File: src/rtl/pencase_pkg.sv
// Shared coin-pattern definitions for the pen-case transmitter and detector.
// Both ends import this package so the colour/code table exists in one place only.
package pencase_pkg;

   localparam logic [1:0] COLOR_RED  = 2'b01;
   localparam logic [1:0] COLOR_BLUE = 2'b10;

   localparam logic [2:0] CODE_RED_P  = 3'b001;
   localparam logic [2:0] CODE_RED_A  = 3'b110;
   localparam logic [2:0] CODE_BLUE_P = 3'b011;
   localparam logic [2:0] CODE_BLUE_A = 3'b100;
   localparam logic [2:0] CODE_IDLE   = 3'b000;

   typedef enum logic [1:0] {
      SLOT_IDLE = 2'd0,
      SLOT_DATA = 2'd1,
      SLOT_GAP  = 2'd2
   } slot_e;

   // Receive-side lookup: frame bits (b2 b1 b0) back to a colour, 00 when no colour.
   function automatic logic [1:0] decode_code(input logic [2:0] code);
      logic [1:0] color;
      color = 2'b00;
      if (code == CODE_RED_P || code == CODE_RED_A)
         color = COLOR_RED;
      else if (code == CODE_BLUE_P || code == CODE_BLUE_A)
         color = COLOR_BLUE;
      return color;
   endfunction

endpackage

File: src/rtl/pencase_code_enc.sv
// Combinational colour + alternate-select to 3-bit coin code.
// valid is low for the two unused colour encodings.
module pencase_code_enc
   import pencase_pkg::*;
(
   input  logic [1:0] color,
   input  logic       alt,
   output logic [2:0] code,
   output logic       valid
);

   always_comb begin
      code  = CODE_IDLE;
      valid = 1'b0;
      case (color)
         COLOR_RED: begin
            code  = alt ? CODE_RED_A : CODE_RED_P;
            valid = 1'b1;
         end
         COLOR_BLUE: begin
            code  = alt ? CODE_BLUE_A : CODE_BLUE_P;
            valid = 1'b1;
         end
         default: begin
            code  = CODE_IDLE;
            valid = 1'b0;
         end
      endcase
   end

endmodule

File: src/rtl/pencase_coin_tx.sv
// Serial coin-pattern transmitter: one-entry request holding register, 3-phase
// frame counter, IDLE/DATA/GAP slot selection and detector resync pulses.
module pencase_coin_tx
   import pencase_pkg::*;
#(
   parameter int GAP_SLOTS   = 0,
   parameter bit SYNC_ON_RST = 1'b1
)
(
   input  logic       clock,
   input  logic       n_rst,
   input  logic       req_valid,
   output logic       req_ready,
   input  logic [1:0] req_color,
   input  logic       req_alt,
   input  logic       resync,
   output logic       coin,
   output logic       start,
   output logic       busy,
   output logic       done,
   output logic       err
);

   localparam int GAP_W = (GAP_SLOTS > 1) ? $clog2(GAP_SLOTS + 1) : 1;

   logic [1:0]       phase_reg, phase_next;
   slot_e            slot_reg, slot_next;
   logic [2:0]       frame_reg, frame_next;
   logic             hold_full_reg, hold_full_next;
   logic [2:0]       hold_code_reg, hold_code_next;
   logic [GAP_W-1:0] gap_cnt_reg, gap_cnt_next;
   logic             first_reg;
   logic             coin_reg, start_reg, busy_reg, done_reg, err_reg, ready_reg;

   logic [2:0] enc_code;
   logic       enc_valid;
   logic       xfer, sync_now, wrap;
   logic [1:0] bit_idx;

   pencase_code_enc u_enc (
      .color (req_color),
      .alt   (req_alt),
      .code  (enc_code),
      .valid (enc_valid)
   );

   assign xfer     = req_valid && ready_reg;
   assign sync_now = resync || (SYNC_ON_RST && first_reg);
   assign wrap     = (phase_reg == 2'd2);

   always_comb begin
      phase_next     = wrap ? 2'd0 : phase_reg + 2'd1;
      slot_next      = slot_reg;
      frame_next     = frame_reg;
      gap_cnt_next   = gap_cnt_reg;
      hold_full_next = hold_full_reg;
      hold_code_next = hold_code_reg;

      // A sync cycle parks the counter at phase 2 in an IDLE slot, so the
      // following edge is an ordinary wrap that picks the next slot fresh.
      if (sync_now) begin
         phase_next   = 2'd2;
         slot_next    = SLOT_IDLE;
         frame_next   = CODE_IDLE;
         gap_cnt_next = '0;
      end else if (wrap) begin
         if (hold_full_reg && gap_cnt_reg == '0) begin
            slot_next      = SLOT_DATA;
            frame_next     = hold_code_reg;
            gap_cnt_next   = GAP_W'(GAP_SLOTS);
            hold_full_next = 1'b0;
         end else if (gap_cnt_reg != '0) begin
            slot_next    = SLOT_GAP;
            frame_next   = CODE_IDLE;
            gap_cnt_next = gap_cnt_reg - GAP_W'(1);
         end else begin
            slot_next  = SLOT_IDLE;
            frame_next = CODE_IDLE;
         end
      end

      // Invalid colours complete the handshake but never occupy the register.
      if (xfer && enc_valid) begin
         hold_full_next = 1'b1;
         hold_code_next = enc_code;
      end

      bit_idx = 2'd2 - phase_next;
   end

   always_ff @(posedge clock or negedge n_rst) begin
      if (!n_rst) begin
         phase_reg     <= 2'd0;
         slot_reg      <= SLOT_IDLE;
         frame_reg     <= CODE_IDLE;
         hold_full_reg <= 1'b0;
         hold_code_reg <= CODE_IDLE;
         gap_cnt_reg   <= '0;
         first_reg     <= 1'b1;
         coin_reg      <= 1'b0;
         start_reg     <= 1'b0;
         busy_reg      <= 1'b0;
         done_reg      <= 1'b0;
         err_reg       <= 1'b0;
         ready_reg     <= 1'b0;
      end else begin
         phase_reg     <= phase_next;
         slot_reg      <= slot_next;
         frame_reg     <= frame_next;
         hold_full_reg <= hold_full_next;
         hold_code_reg <= hold_code_next;
         gap_cnt_reg   <= gap_cnt_next;
         first_reg     <= 1'b0;
         coin_reg      <= sync_now ? 1'b0 : frame_next[bit_idx];
         start_reg     <= sync_now;
         busy_reg      <= hold_full_next || (slot_next != SLOT_IDLE);
         done_reg      <= !sync_now && wrap && (slot_reg == SLOT_DATA);
         err_reg       <= xfer && !enc_valid;
         ready_reg     <= !hold_full_next;
      end
   end

   assign coin      = coin_reg;
   assign start     = start_reg;
   assign busy      = busy_reg;
   assign done      = done_reg;
   assign err       = err_reg;
   assign req_ready = ready_reg;

endmodule

File: config.mk
export PLATFORM = sky130hd
export DESIGN_NAME = pencase_coin_tx
export DESIGN_NICKNAME = d
export VERILOG_FILES = /design/src/rtl/pencase_pkg.sv /design/src/rtl/pencase_code_enc.sv /design/src/rtl/pencase_coin_tx.sv
export SDC_FILE = /design/constraint.sdc
export NUM_CORES = 1
export LEC_CHECK = 0
export CAP_MARGIN = 20
export CORE_MARGIN = 5
export CORE_UTILIZATION = 40
export CTS_CLUSTER_SIZE = 14
export DETAILED_ROUTE_END_ITERATION = 6
export PLACE_DENSITY_LB_ADDON = 0.05
export REMOVE_ABC_BUFFERS = 1
export SKIP_CTS_REPAIR_TIMING = 1
export SLEW_MARGIN = 20
export SYNTH_ARGS = -nofsm -noshare
export SYNTH_HDL_FRONTEND = slang
export SYNTH_SLANG_ARGS = --single-unit
File: constraint.sdc
create_clock -name clock -period 1.3 [get_ports clock]
set_input_delay 0.26 -clock clock [delete_from_list [all_inputs] [get_ports clock]]
set_output_delay 0.26 -clock clock [all_outputs]
set_load 0.1 [all_outputs]
### After elaboration in Yosys (flattened, before gate mapping)

Index checks and enable logic that the tools add are counted.

| storage, ports and cells | value |
|---|---|
| register bits | 19 |
| word-level logic and storage cells | 60 |
| input port bits | 7 |
| output and inout port bits | 6 |

| cells by class | value |
|---|---|
| bitwise gates (word level) | 1 |
| $add $sub $neg | 3 |
| multiplexer cells | 24 |
| reductions and logical operators | 14 |
| $lt $le $gt $ge | 1 |
| equal/unequal tests | 4 |

Operator list:

| kind | count |
|---|---|
| $mux 3 | 5 |
| $mux 2 | 6 |
| $mux 1 | 11 |
| $logic_and 1x1->1 | 6 |
| $pmux 3 s2 | 1 |
| $eq 2x1->1 const B | 2 |
| $eq 2x2->1 const B | 2 |
| $reduce_bool 2->1 | 2 |
| $logic_not 1->1 | 3 |
| $lt 2x3->1 const B | 1 |
| $add 2x1->2 const B | 1 |
| $bmux 1 s2 | 1 |
| $logic_or 1x1->1 | 2 |
| $reduce_or 2->1 | 1 |
| $sub 2x2->2 const A | 1 |
| $not 1->1 | 1 |
| $sub 1x1->1 const B | 1 |

### Logic depth before layout (Yosys ltp)

Gate-level depths: netlist (run 1).

| logic depth | value |
|---|---|
| depth after elaboration | 8 |
| depth in mapped cells | 5 |
| depth with buffers taken out | 5 |

### By module

Synthesis (run 1) repeated with hierarchy kept, for this count alone.

| second synthesis, totals | value |
|---|---|
| cell total of the unflattened synthesis | 68 |
| area, all modules | 789.5 um^2 |

By module, submodules not included:

| module | times used | cells each | area an instance (um^2) |
|---|---|---|---|
| pencase_coin_tx | 1 | 57 | 691.9 |
| pencase_code_enc | 1 | 11 | 97.6 |

### Worst setup path before layout (run 1)

Ideal clock, no wire load.

| timing path | value |
|---|---|
| path type | reg2reg |
| from | register ready_reg (netlist: req_ready) |
| to | register hold_code_reg[0] |
| period minus slack after synthesis | 1.554 ns |
| setup time | 0.096 ns |
| stages on the path, launching flop included | 3 |
| data required time | 1.204 ns |
| path slack | -0.254 ns |
| arrival time | 1.458 ns |
| path through | dfrtp_1 > nand3b_2 > o31ai_1 |

| between the ends | value |
|---|---|
| longest elaborated chain between the ends | 2 |

RTL lines:

| element | line | source |
|---|---|---|
| start, declared | pencase_coin_tx.sv:33 | `logic coin_reg, start_reg, busy_reg, done_reg, err_reg, ready_reg;` |
| start signal, assigned | pencase_coin_tx.sv:119 | `ready_reg <= !hold_full_next;` |
| $logic_and 1x1->1 | pencase_coin_tx.sv:47 | `assign xfer = req_valid && ready_reg;` |
| $logic_and 1x1->1 | pencase_coin_tx.sv:83 | `if (xfer && enc_valid) begin` |
| end signal, assigned | pencase_coin_tx.sv:111 | `hold_code_reg <= hold_code_next;` |
| end, declared | pencase_coin_tx.sv:30 | `logic [2:0] hold_code_reg, hold_code_next;` |

No other way between the ends.
A chain may end at the register's enable or synchronous reset.

### Final worst setup path (run 1)

| timing path | value |
|---|---|
| from | register ready_reg (netlist: req_ready) |
| to | output port req_ready |

RTL lines:

| element | line | source |
|---|---|---|
| end, declared | pencase_coin_tx.sv:13 | `output logic req_ready,` |

No word-level cell between the ends.

==> metrics.csv, run 1 <==
stage,metric,value,unit
sta,Final min period,1.22,ns
setup_path,instance count on the critical path,1,
setup_path,crit path launch,req_ready$_DFF_PN0_,
setup_path,critical path capture point,req_ready,
floorplanning,Die Width,53.1,µm
clock_tree,Root Buffer,clkbuf_4,
layout,Final Util,59.4,%
yosys,"top cells by area, synth","dfrtp_1 57%, nand2_1 5.1%, dfstp_2 3.5%, ha_1 3.4%, o21ai_0 3.4%",
sta,setup TNS,0,ns
run,max-cap viol count,0,
layout,fillcell total,158,
setup_path,CP Max Fanout,3,
route,final antenna-violating net count,0,
floorplanning,# IOs,13,
placed_design,placed cell area,981,µm²
sta,"Slew Viols, Final",0,
grt,Global Route Usage Sum,11.7,%
yosys,syn avg cell area,11.3,µm²
setup_path,CP max-delay cell,dfrtp_1,
layout,post-route cell area,0.00104,mm²
layout,area delta synth->final,39.6,%
yosys,Synth top cells by count,"17 x dfrtp_1, 10 x nand2_1, 5 x o21ai_0, 4 x a21oi_1, 4 x nand3_1",
setup_path,CP Capture Type,primary output,
sta,clock skew,0.00440,ns
yosys,Synth Cell Area,743,µm²
status,status,"complete, no violations",
yosys,post-synth top area cell,dfrtp_1,
route,Routed WL,1.27,mm
clock_tree,H-tree Lvls,1,
yosys,Seq cells post-synth,18,
yosys,yosys warns,0,
setup_path,Critical Path Start Type,flop,
power_and_ir_drop,pwr dens,1500,mW/mm²
layout,register area,452,µm²
grt,gr ovfl total,0,
layout,antenna cells,0,
placed_design,dpl hpwl,962,µm
sta,"Period Utilization, post-route",94.0,%
yosys,Synth cell types,27,
route,DRC viols,0,
setup_path,R2R depth,3,
floorplanning,Initial Util,42.6,%
setup_path,crit path buf inv count,1,
grt,first-pass GRT wire length,2.30,mm
floorplanning,Die Y,53.1,µm
layout,Final #Nets,96,
setup_path,family with the most delay on the worst path,flip-flops,
yosys,"Seq/Total Area, Yosys",60.8,%
power_and_ir_drop,Worst VDD drop,1.18,mV
route,detailed-route via count,521,
placed_design,RD Place Congestion,0.778,
clock_tree,maximum buffer depth of the clock tree,2,
setup_path,Worst R2R Start,phase_reg[0]$_DFF_PN0_,
clock_tree,CTS buffer count,3,
route,DR WL/cell,11.4,µm
yosys,top-count cell post-synth,dfrtp_1,
route,DRT Pass-1 Iters,2,
layout,area of the multi-input gates,279,µm²
grt,vias in the first global route,540,
clock_tree,# clock sinks,18,
power_and_ir_drop,leakage power,0.484,nW
grt,antenna violations before repair,0,
yosys,share of the synthesized area in the top cell type,57.2,%
clock_tree,CTS tree,yes,
route,via/cell ratio,4.69,
clock_tree,Worst-path clk slew,0.10,ns
floorplanning,die area,0.00282,mm²
floorplanning,core area,0.00175,mm²
layout,share of layout cells above drive strength 1,26.7,%
sta,RSZ-0062 raised after global routing,false,
route,DRT iter0 DRCs,5,
setup_path,crit-path cells,buf_12,
yosys,Post-synth EDFFs,0,
yosys,post-synthesis async set-or-reset flop share,100,%
sta,fmax,818,MHz
setup_path,worst endpoint data arrival time,0.96,ns
setup_path,Reg2Reg Setup Slack,0.14,ns
setup_path,R2R Path End,req_ready$_DFF_PN0_,
yosys,Synth Flop Type,dfrtp_1,
sta,"Hold Vio Cnt, Final",0,
yosys,Mapped Cells,66,
setup_path,Required @ worst endpoint,1.04,ns
setup_path,peak per-stage delay on the critical path,0.47,ns
placed_design,I/O Buffers,12,
min_path,Worst Hold Class,in2async,
floorplanning,Rows,15,
setup_path,crit path kind,reg2out,
clock_tree,Worst-Skew Late Latency,0.28,ns
sta,final setup violation count,0,
grt,pin count of the biggest net entering global routing,19,
## logic make-up (layout without fill, tap and decap cells)
group | after synthesis | in the layout | synth area share (%)
fa+ha+maj | 2 | 2 | 3.37
other cells | 1 | 1 | 0.505
simple gates | 25 | 25 | 18.9
flops | 18 | 18 | 60.8
buf+inv | 5 | 25 | 3.53
compound gates | 13 | 13 | 10.1
mux | 2 | 2 | 2.86
## routing by layer
metal / up-vias / global-route usage [%] / wire length [µm]
li1: 266 / - / -
met1: 243 / 13.6 / 583
met2: 10 / 18.4 / 592
met3: 2 / 3.66 / 63
met4: 0 / 7.66 / 27
met5: - / 0 / 0
## per-stage QoR
| step | setup slack, ns | power (mW) | hold slack (ns) | std cells |
|---|---|---|---|---|
| after floorplan | -0.254 | 1.01 | -0.0356 | 65 |
| after global placement | -0.374 | 1.23 | 0.461 | 107 |
| after detailed placement | -0.411 | 1.23 | 0.457 | 107 |
| after CTS | -0.102 | 1.57 | 0.283 | 111 |
| after global routing | 0.0314 | 1.65 | 0.300 | 111 |
| final | 0.0774 | 1.56 | 0.287 | 111 |
## area by class of cell
class,count,share of cell area (%)
sequential,18,43.5
multi-input combinational,43,26.9
timing repair buffer,17,21.6
clock buffer,4,3.50
tap,25,3.02
inverter,4,1.45
## placed cells by master (no fill, tap or decap)
cell	netlist	layout
o211ai_1	1	1
o21ai_2	1	1
o21ai_0	5	4
conb_1	1	1
nand3_1	4	4
clkbuf_8	0	1
dfrtp_1	17	17
nand3b_1	1	1
nor2_1	1	1
clkdlybuf4s50_1	0	5
o21ai_1	0	1
dlymetal6s2s_1	0	1
nor2_2	1	1
nand3b_4	0	1
mux2_1	1	1
nor4b_2	1	1
clkbuf_4	0	3
inv_2	1	1
nand2_1	10	10
buf_12	0	6
nor3_1	1	1
and2b_2	1	1
o31ai_2	0	1
buf_4	0	4
a21oi_1	4	4
dfstp_2	1	1
and3_1	2	2
inv_1	3	3
ha_1	2	2
buf_6	1	1
a31oi_1	1	1
and2_1	1	1
mux2i_1	1	1
nand2b_1	1	1
## power by group
| part | internal [mW] | total [mW] | switching (mW) |
|---|---|---|---|
| registers | 0.638 | 0.716 | 0.0779 |
| clock network | 0.170 | 0.330 | 0.160 |
| logic | 0.202 | 0.513 | 0.311 |
| total | 1.01 | 1.56 | 0.549 |
## worst register-to-register path, stage by stage, from the launching register on
cell and delay [ns]:
dfrtp_1 0.45, nand2b_1 0.31, o21ai_2 0.19, and2_1 0.15
## worst min-delay path by stage
stage                               start                     end  slack (ns)  cells past startpoint
finish                              n_rst  phase_reg[1]$_DFF_PN0_        0.29                      2
CTS                                 n_rst  phase_reg[1]$_DFF_PN0_        0.28                      2
detailed placement  slot_reg[1]$_DFF_PN0_          done$_DFF_PN0_        0.46                      1
global route                        n_rst          done$_DFF_PN0_        0.30                      2
global placement    slot_reg[1]$_DFF_PN0_          done$_DFF_PN0_        0.46                      1
floorplan                           n_rst          busy$_DFF_PN0_       -0.04                      0
(Power assumes the default switching activity.)
==> inputs of run 2 (changes only) <==
--- a/config.mk
+++ b/config.mk
@@ -11,9 +11,11 @@
 export CTS_CLUSTER_SIZE = 14
 export DETAILED_ROUTE_END_ITERATION = 6
 export PLACE_DENSITY_LB_ADDON = 0.05
+export RECOVER_POWER = 100
 export REMOVE_ABC_BUFFERS = 1
 export SKIP_CTS_REPAIR_TIMING = 1
 export SLEW_MARGIN = 20
 export SYNTH_ARGS = -nofsm -noshare
 export SYNTH_HDL_FRONTEND = slang
+export SYNTH_HIERARCHICAL = 1
 export SYNTH_SLANG_ARGS = --single-unit
==> run 2 against run 1 <==
Via count increased by 4.6%. Synthesized cell count rose by 3.0%. Die area grew 5.0%. Clock skew decreased by 0.00088 ns. Routed wire length rose by 5.6%. Non-clock buffer count rose by 3. First-iteration DRC count unchanged. Worst setup slack improved by 0.024 ns. Largest cell class unchanged. Clock power up 3%. Critical path type is now in2reg. Critical endpoint is now hold_code_reg[1]$_DFFE_PN0P_.
==> metrics.csv, run 2 <==
stage,metric,value,unit,change
grt,pin count of the biggest net entering global routing,19,,unchanged
yosys,Synth top cells by count,"17 x dfrtp_1, 8 x nand2_1, 5 x nand3_1",,
sta,fmax,834,MHz,+2.0%
grt,met2 Track Usage GR,18.7,%,+0.34 points
setup_path,worst endpoint data arrival time,1.38,ns,+0.42 ns
floorplanning,# IOs,13,,unchanged
placed_design,RD Place Congestion,0.778,,about the same
placed_design,dpl hpwl,1.02,mm,+6.1%
setup_path,R2R Path End,req_ready$_DFF_PN0_,,
yosys,share of the synthesized area in the top cell type,53.9,%,-3.4 points
clock_tree,# clock sinks,18,,unchanged
grt,vias in the first global route,554,,+2.6%
clock_tree,Root Buffer,clkbuf_4,,
route,via/cell ratio,4.62,,-1.6%
route,DRC viols,0,,unchanged
floorplanning,core area,0.00192,mm²,+10%
yosys,yosys warns,6,,+6
layout,"commonest non-fill, non-tap cell in the layout",dfrtp_1,,
setup_path,CP Max Fanout,2,,-1
grt,antenna violations before repair,0,,unchanged
yosys,"top cells by area, synth","dfrtp_1 54%, ha_1 6.3%, mux2_2 4.3%, nand2_1 3.8%, dfstp_2 3.3%",,
layout,register area,452,µm²,unchanged
setup_path,Required @ worst endpoint,1.49,ns,+0.45 ns
yosys,Seq cells post-synth,18,,unchanged
layout,area of the multi-input gates,320,µm²,+15%
grt,grt met3 use,3.27,%,-0.39 points
yosys,Post-synth EDFFs,0,,unchanged
sta,Final min period,1.20,ns,-0.0241 ns
sta,final setup violation count,0,,unchanged
clock_tree,CTS tree,yes,,
grt,grt peak-use layer,met2,,
floorplanning,Initial Util,41.1,%,-1.5 points
yosys,syn avg cell area,11.6,µm²,+3.1%
setup_path,R2R depth,3,,unchanged
setup_path,Worst R2R Start,phase_reg[0]$_DFF_PN0_,,
yosys,"Seq/Total Area, Yosys",57.2,%,-3.6 points
yosys,Mapped Cells,68,,+3.0%
min_path,Worst Hold Class,in2async,,
route,final antenna-violating net count,0,,unchanged
yosys,top-count cell post-synth,dfrtp_1,,
layout,"commonest cells after routing, fill and taps aside","17 x dfrtp_1, 11 x buf_4, 8 x nand2_1",,
sta,RSZ-0062 raised after global routing,false,,
layout,fillcell total,198,,+25%
floorplanning,die area,0.00296,mm²,+5.0%
layout,fin cells,118,,+6.3%
yosys,post-synthesis async set-or-reset flop share,100,%,unchanged
power_and_ir_drop,Worst VDD drop,1.03,mV,-13%
grt,met1 usage,14.0,%,+0.46 points
yosys,Synth Flop Type,dfrtp_1,,
yosys,Synth Cell Area,790,µm²,+6.2%
layout,Final Util,53.7,%,-5.7 points
clock_tree,Worst-Skew Late Latency,0.29,ns,about the same
sta,"Period Utilization, post-route",92.2,%,-1.9 points
route,detailed-route via count,545,,+4.6%
sta,"Slew Viols, Final",0,,unchanged
grt,gr ovfl total,0,,unchanged
run,max-cap viol count,0,,unchanged
route,DR WL/cell,11.3,µm,-0.66%
grt,Global Route Usage Sum,11.6,%,-0.052 points
layout,antenna cells,0,,unchanged
layout,share of layout cells above drive strength 1,33.0,%,+6.2 points
clock_tree,maximum buffer depth of the clock tree,2,,unchanged
floorplanning,Rows,16,,+1
clock_tree,CTS buffer count,3,,unchanged
route,DRT iter0 DRCs,5,,unchanged
clock_tree,Worst-path clk slew,0.10,ns,about the same
yosys,Synth cell types,27,,unchanged
setup_path,CP Capture Type,flop,,
floorplanning,Die Y,54.4,µm,+2.5%
sta,"Hold Vio Cnt, Final",0,,unchanged
placed_design,I/O Buffers,12,,unchanged
layout,Final #Nets,103,,+7.3%
setup_path,Reg2Reg Setup Slack,0.12,ns,-0.02 ns
yosys,post-synth top area cell,dfrtp_1,,
route,Routed WL,1.34,mm,+5.6%
power_and_ir_drop,pwr dens,1430,mW/mm²,-4.8%
setup_path,crit path kind,in2reg,,
grt,first-pass GRT wire length,2.43,mm,+5.4%
setup_path,Critical Path Start Type,input pin,,
power_and_ir_drop,leakage power,0.498,nW,+3.1%
status,status,"complete, no violations",,
sta,clock skew,0.00351,ns,-0.000884 ns
clock_tree,H-tree Lvls,1,,unchanged
floorplanning,Die Width,54.4,µm,+2.5%
layout,area delta synth->final,30.7,%,
route,DRT Pass-1 Iters,4,,+2
placed_design,cell count after placement,114,,+6.5%
-- run 2: changes by cell type in the layout (fill, tap and decap cells not counted), moves of 2 or more --
cell / delta
buf_12: -6
buf_4: +7
clkdlybuf4s50_1: -3
dlygate4sd3_1: +2
mux2_2: +3
nand2_1: -2
o21ai_0: -2
-- run 2: stage by stage --
stage / worst slack [ns] / area [µm²] / setup TNS, ns / hold WS (ns) / total power, mW
5_1_grt: 0.0216 / 1030 / 0 / 0.471 / 1.56
3_5_place_dp: -0.505 / 1050 / -2.70 / 0.469 / 1.23
4_1_cts: -0.189 / 1090 / -0.789 / 0.291 / 1.57
6_report: 0.101 / 1030 / 0 / 0.425 / 1.48
3_3_place_gp: -0.466 / 1050 / -2.46 / 0.470 / 1.23
2_1_floorplan: -0.422 / 778 / -1.89 / -0.0356 / 1.01
-- run 2: worst max path at each step --
stage	to	slack (ns)	startpoint
finish	hold_code_reg[1]$_DFFE_PN0P_	0.10	req_alt
global route	req_ready$_DFF_PN0_	0.02	phase_reg[0]$_DFF_PN0_
CTS	hold_code_reg[0]$_DFFE_PN0P_	-0.19	req_color[0]
detailed placement	hold_code_reg[0]$_DFFE_PN0P_	-0.51	req_color[0]
global placement	hold_code_reg[2]$_DFFE_PN0P_	-0.47	req_color[0]
floorplan	hold_code_reg[0]$_DFFE_PN0P_	-0.42	req_ready$_DFF_PN0_
-- run 2: cell families after synthesis --
| group | count (synthesis) | share of synthesized area (%) |
|---|---|---|
| flops | 18 | 57.2 |
| fa+ha+maj | 4 | 6.34 |
| compound gates | 9 | 6.66 |
| other cells | 1 | 0.475 |
| simple gates | 25 | 17.9 |
| buf+inv | 6 | 3.80 |
| mux | 5 | 7.61 |
-- run 2: critical path, stage by stage --
cell and delay, ns:
dlygate4sd3_1 0.57, mux2_4 0.30, mux2_2 0.25
-- run 2: report_power, final --
| group | switching (mW) | leakage [nW] | internal [mW] | total [mW] |
|---|---|---|---|---|
| Combinational | 0.305 | 0.248 | 0.144 | 0.449 |
| Sequential | 0.0549 | 0.230 | 0.633 | 0.688 |
| Clock | 0.170 | 0.0210 | 0.170 | 0.340 |
-- run 2: metal layers --
metal / vias up / routed length [µm]
met5: - / 0
met4: 0 / 13
met3: 2 / 84
met2: 11 / 649
met1: 259 / 590
li1: 273 / -
-- run 2: cell type report --
class	instances	share of cell area (%)
Sequential cell	18	43.8
Multi-Input combinational cell	44	31.0
Timing Repair Buffer	20	16.6
Clock buffer	4	3.52
Tap cell	27	3.27
Inverter	5	1.82
